`src/rtl/matrix_add_ctrl.sv`:
```
// Row-serial C = A + B sequencer: reads A/B rows from external memories, adds
// them lane-wise and streams C rows through a 2-entry ready/valid output FIFO.
module matrix_add_ctrl #(
  parameter int bitlength = 8,
  parameter int H         = 3,
  parameter int W         = 4,
  parameter int AW        = 4
) (
  input  logic                   clk,
  input  logic                   rst_n,
  input  logic                   start,
  output logic                   busy,
  output logic                   done,
  output logic                   rd_en,
  output logic [AW-1:0]          rd_row,
  input  logic [W*bitlength-1:0] a_row,
  input  logic [W*bitlength-1:0] b_row,
  output logic                   wr_valid,
  input  logic                   wr_ready,
  output logic [AW-1:0]          wr_row,
  output logic [W*bitlength-1:0] c_row
);

  localparam int RW = W * bitlength;
  localparam int CW = $clog2(H + 1);
  localparam logic [CW-1:0] H_C    = CW'(H);
  localparam logic [CW-1:0] LAST_C = CW'(H - 1);

  typedef enum logic [1:0] {S_IDLE, S_RUN, S_DONE} state_t;

  function automatic logic [RW-1:0] add_row(input logic [RW-1:0] a,
                                            input logic [RW-1:0] b);
    logic [RW-1:0] s;
    s = '0;
    for (int j = 0; j < W; j++)
      s[j*bitlength +: bitlength] = a[j*bitlength +: bitlength] + b[j*bitlength +: bitlength];
    return s;
  endfunction

  state_t          state_q, state_d;
  logic [CW-1:0]   rd_cnt_q, rd_cnt_d;
  logic [CW-1:0]   wr_cnt_q, wr_cnt_d;
  logic            inflight_q;
  logic [AW-1:0]   rd_row_q;

  logic [AW-1:0]   fifo_row_q [2];
  logic [RW-1:0]   fifo_dat_q [2];
  logic            wp_q, rp_q;
  logic [1:0]      fifo_cnt_q;

  logic            push, pop;
  logic [1:0]      occ;

  assign wr_valid = (fifo_cnt_q != 2'd0);
  assign wr_row   = fifo_row_q[rp_q];
  assign c_row    = fifo_dat_q[rp_q];
  assign pop      = wr_valid & wr_ready;
  assign push     = inflight_q;

  // A slot being popped this cycle counts as free, which keeps reads
  // back-to-back when the sink never stalls.
  assign occ    = fifo_cnt_q - 2'(pop) + 2'(inflight_q);
  assign rd_row = rd_en ? AW'(rd_cnt_q) : rd_row_q;

  always_comb begin
    state_d  = state_q;
    rd_cnt_d = rd_cnt_q;
    wr_cnt_d = wr_cnt_q;
    rd_en    = 1'b0;
    busy     = 1'b0;
    done     = 1'b0;
    case (state_q)
      S_IDLE: begin
        if (start) begin
          rd_cnt_d = '0;
          wr_cnt_d = '0;
          state_d  = S_RUN;
        end
      end
      S_RUN: begin
        busy = 1'b1;
        if ((rd_cnt_q < H_C) && (occ < 2'd2)) begin
          rd_en    = 1'b1;
          rd_cnt_d = rd_cnt_q + CW'(1);
        end
        if (pop) begin
          wr_cnt_d = wr_cnt_q + CW'(1);
          if (wr_cnt_q == LAST_C) state_d = S_DONE;
        end
      end
      S_DONE: begin
        busy    = 1'b1;
        done    = 1'b1;
        state_d = S_IDLE;
      end
      default: state_d = S_IDLE;
    endcase
  end

  always_ff @(posedge clk or negedge rst_n) begin
    if (!rst_n) begin
      state_q    <= S_IDLE;
      rd_cnt_q   <= '0;
      wr_cnt_q   <= '0;
      inflight_q <= 1'b0;
      rd_row_q   <= '0;
    end else begin
      state_q    <= state_d;
      rd_cnt_q   <= rd_cnt_d;
      wr_cnt_q   <= wr_cnt_d;
      inflight_q <= rd_en;
      if (rd_en) rd_row_q <= rd_row;
    end
  end

  // Capture stage: memory data for the row read last cycle is summed and queued.
  always_ff @(posedge clk or negedge rst_n) begin
    if (!rst_n) begin
      for (int i = 0; i < 2; i++) begin
        fifo_row_q[i] <= '0;
        fifo_dat_q[i] <= '0;
      end
      wp_q       <= 1'b0;
      rp_q       <= 1'b0;
      fifo_cnt_q <= 2'd0;
    end else begin
      if (push) begin
        fifo_row_q[wp_q] <= rd_row_q;
        fifo_dat_q[wp_q] <= add_row(a_row, b_row);
        wp_q             <= ~wp_q;
      end
      if (pop) rp_q <= ~rp_q;
      fifo_cnt_q <= fifo_cnt_q + 2'(push) - 2'(pop);
    end
  end

endmodule
```
`config.mk`:
```
export PLATFORM = sky130hd
export DESIGN_NAME = matrix_add_ctrl
export DESIGN_NICKNAME = d
export VERILOG_FILES = /design/src/rtl/matrix_add_ctrl.sv
export SDC_FILE = /design/constraint.sdc
export NUM_CORES = 1
export LEC_CHECK = 0
export ABC_AREA = 1
export CORE_UTILIZATION = 45
export DETAILED_ROUTE_END_ITERATION = 12
export GPL_TIMING_DRIVEN = 1
export MAX_ROUTING_LAYER = met4
export PLACE_DENSITY_LB_ADDON = 0.3
export SYNTH_ARGS = -nofsm -noshare
export SYNTH_HDL_FRONTEND = slang
export SYNTH_SLANG_ARGS = --single-unit
export TNS_END_PERCENT = 10
```
`constraint.sdc`:
```
create_clock -name clk -period 4.3 [get_ports clk]
set_input_delay 0.645 -clock clk [delete_from_list [all_inputs] [get_ports clk]]
set_output_delay 0.645 -clock clk [all_outputs]
set_load 0.05 [all_outputs]
```
==> impl_metrics.tcl <==
set metrics [dict create \
    cts_tree "built" \
    port_buffers 111 \
    grt_max_degree 88 \
    finalCriticalPeriod_ns 3.69 \
    synth_top_area_share_pct 41.7 \
    place_hpwl_um 8700 \
    syn_area_mm2 0.00522 \
    antenna_found_initial 0 \
    num_antenna_cells 0 \
    synth_cells 702 \
    endpoint_kind "primary output" \
    rsz0062_at_grt "no" \
    die_h_um 110 \
    async_flop_share_pct 100 \
    synth_nets 810 \
    drc 0 \
    clk_pin_slew_ns 0.06 \
    clockRootBuffer "clkbuf_16" \
    clock_sink_count 87 \
    synth_top_family_by_area "simple AND/OR/NAND/NOR gates" \
    wirelength_um 12200 \
    num-nets-final 912 \
    initial_core_util_pct 47.1 \
    finalInstanceArea_mm2 0.00673 \
    yosys_warnings 0 \
    first_global_vias 4593 \
    use_met3_pct 2.79 \
    synth.area.top_cells "dfrtp_1 42%, nand2_1 21%, ha_1 8.6%, inv_1 6.1%, nand3_1 5.1%" \
    ctsResizeCount 0 \
    fill_cells 1004 \
    grt_util_all_layers_pct 21.9 \
    yosys.area.top_type "dfrtp_1" \
    grt_overflow 0 \
    die_area_mm2 0.0120 \
    power_leakage_uw 0.00353 \
    die_w_um 110 \
    timing.final.crit_share_pct 85.9 \
    crit_fanout 9 \
    max_freq_mhz 271 \
    synth-compound-area-share_pct 7.17 \
    drive_gt1_share_pct 4.08 \
    synth_ff_type "dfrtp_1" \
    synth_edf_count 0 \
    cts_buffers 9 \
    syn_avg_cell_area_um2 7.43 \
    synth_xor_area_share_pct 2.86 \
    powerDensity_mw_per_mm2 747 \
    ant_nets 0 \
    cap_viol_max_count 0 \
    cts_hold_buf 0 \
    met1_usage_pct 24.7 \
    setup_viol 0 \
    globalplace.congestion 0.862 \
    cp-startpoint "wr_ready" \
    area_growth_pct 29.0 \
    drt_iter0_drc 217 \
    use_met2_pct 39.9 \
    drtPass1Iterations 4 \
    hp-start "wr_cnt_q[0]" \
    synth_mux_area_share_pct 0 \
    drv_slew 0 \
    core.rowCount 38 \
    cp.required_ns 3.65 \
    startpoint_type "input pin" \
    clk_latency_ns 0.33 \
    worst_hold_path_type "flip-flop to flip-flop" \
    relSlewSlack_pct 25.8 \
    status "finished clean" \
    worst_pin_slew_ns 1.11 \
    htreeDepth 3 \
    coreArea_mm2 0.0111 \
    cts_setup_buffers 0 \
    grt_pass1_wl_um 20100 \
    placed_area_mm2 0.00642 \
    clock_skew_ns 0.00865 \
    worstPathArrival_ns 3.05 \
    wl_per_cell_um 12.9 \
    criticalPathCategory "input pin to primary output" \
    tns_ns 0 \
    synthSimpleGateAreaFrac_pct 29.9 \
    r2r_start "inflight_q" \
    yosysUniqueCellTypes 26 \
    cts_buffer_depth 2 \
    seq_area_frac_synth_pct 41.7 \
    viasPerCell 5.03 \
    synth_seq_cells 87 \
    io_pins 112 \
    peakVddDrop_mv 0.509 \
    synth_fa_ha_area_share_pct 10.2 \
    synth.most_common_cell "nand2_1" \
    busiest_layer "met2" \
    hold_viol_final 0 \
    route.vias.total 4775 \
    synth_common_cells "296 x nand2_1, 87 x dfrtp_1, 85 x inv_1" \
]
==> where the power goes <==
| group | leakage, µW | switching (µW) | internal [µW] |
|---|---|---|---|
| sequential | 0.00109 | 199 | 1190 |
| combinational | 0.00230 | 1930 | 918 |
| clock | 0.000141 | 318 | 468 |
==> state kept, by name, summed over array words and instances (netlist names) <==
name        cells
fifo_cnt_q      2
fifo_dat_q     64
fifo_row_q      8
inflight_q      1
rd_cnt_q        2
rd_row_q        4
rp_q            1
state_q         2
wp_q            1
wr_cnt_q        2
==> cell usage in the layout (no fill, tap or decap), types with 9 or more instances in the layout <==
| cell | instances |
|---|---|
| nand2_1 | 295 |
| clkdlybuf4s50_1 | 110 |
| dfrtp_1 | 87 |
| inv_1 | 85 |
| nand3_1 | 53 |
| o21ai_0 | 53 |
| ha_1 | 36 |
| nand4_1 | 14 |
| xnor2_1 | 12 |
| a21oi_1 | 9 |
| clkbuf_16 | 9 |
==> area by class of cell <==
type	count	area [µm²]	share of cell area (%)
multi-input combinational	505	2620	38.9
sequential	87	2180	32.4
timing repair buffer	112	1120	16.6
inverter	89	334	4.97
clock buffer	10	239	3.55
tap	140	175	2.60
clock inverter	6	70.1	1.04
==> stage by stage <==
step           hold WS (ns)  worst slack [ns]  util (%)  instances  power, µW
6_report              0.479             0.605      60.7        949       5020
5_1_grt               0.497             0.420      60.7        949       5380
4_1_cts               0.482             0.584      60.7        949       5060
3_5_place_dp          0.465             0.592      57.9        933       4250
3_3_place_gp          0.462             0.728      57.9        933       4170
2_1_floorplan         0.349              1.18         -        702       3350
==> metal layers <==
| metal | up-vias | routed length (µm) |
|---|---|---|
| met2 | 123 | 6350 |
| met5 | - | 0 |
| met3 | 19 | 620 |
| met4 | 0 | 199 |
| li1 | 2410 | - |
| met1 | 2223 | 5070 |
==> path summary, 6_finish.rpt <==
| check | depth (start not counted) | end | slack (ns) |
|---|---|---|---|
| setup / recovery | 11 | rd_row[0] | 0.61 |
| hold / removal | 1 | wr_cnt_q[0] | 0.48 |
| setup reg to reg | 4 | fifo_dat_q[29] | 2.03 |
| hold reg to reg | 1 | wr_cnt_q[0] | 0.48 |
| max in group asynchronous | 1 | fifo_dat_q[53] | 3.09 |
| min in group asynchronous | 1 | fifo_dat_q[0] | 0.49 |
==> worst max-delay path, cell delays in order <==
cell and delay (ns):
clkdlybuf4s50_1 0.56, nand3_1 0.15, o21ai_0 0.11, ha_1 0.20, inv_1 0.06, nand3_2 0.09
nand3_4 0.09, nor2_4 0.18, nand2_1 0.08, o21ai_0 0.08, clkdlybuf4s50_1 0.82
==> logic make-up (layout without fill, tap and decap cells) <==
| logic type | count (synthesis) | count (layout) |
|---|---|---|
| AND/OR/NAND/NOR | 377 | 377 |
| buffers and inverters | 110 | 217 |
| flip-flops | 87 | 87 |
| AO/OA/AOI/OAI | 71 | 71 |
| adder cells (fa/ha/maj) | 40 | 40 |
| XOR/XNOR | 17 | 17 |
Power figures use the tool's default switching activity.
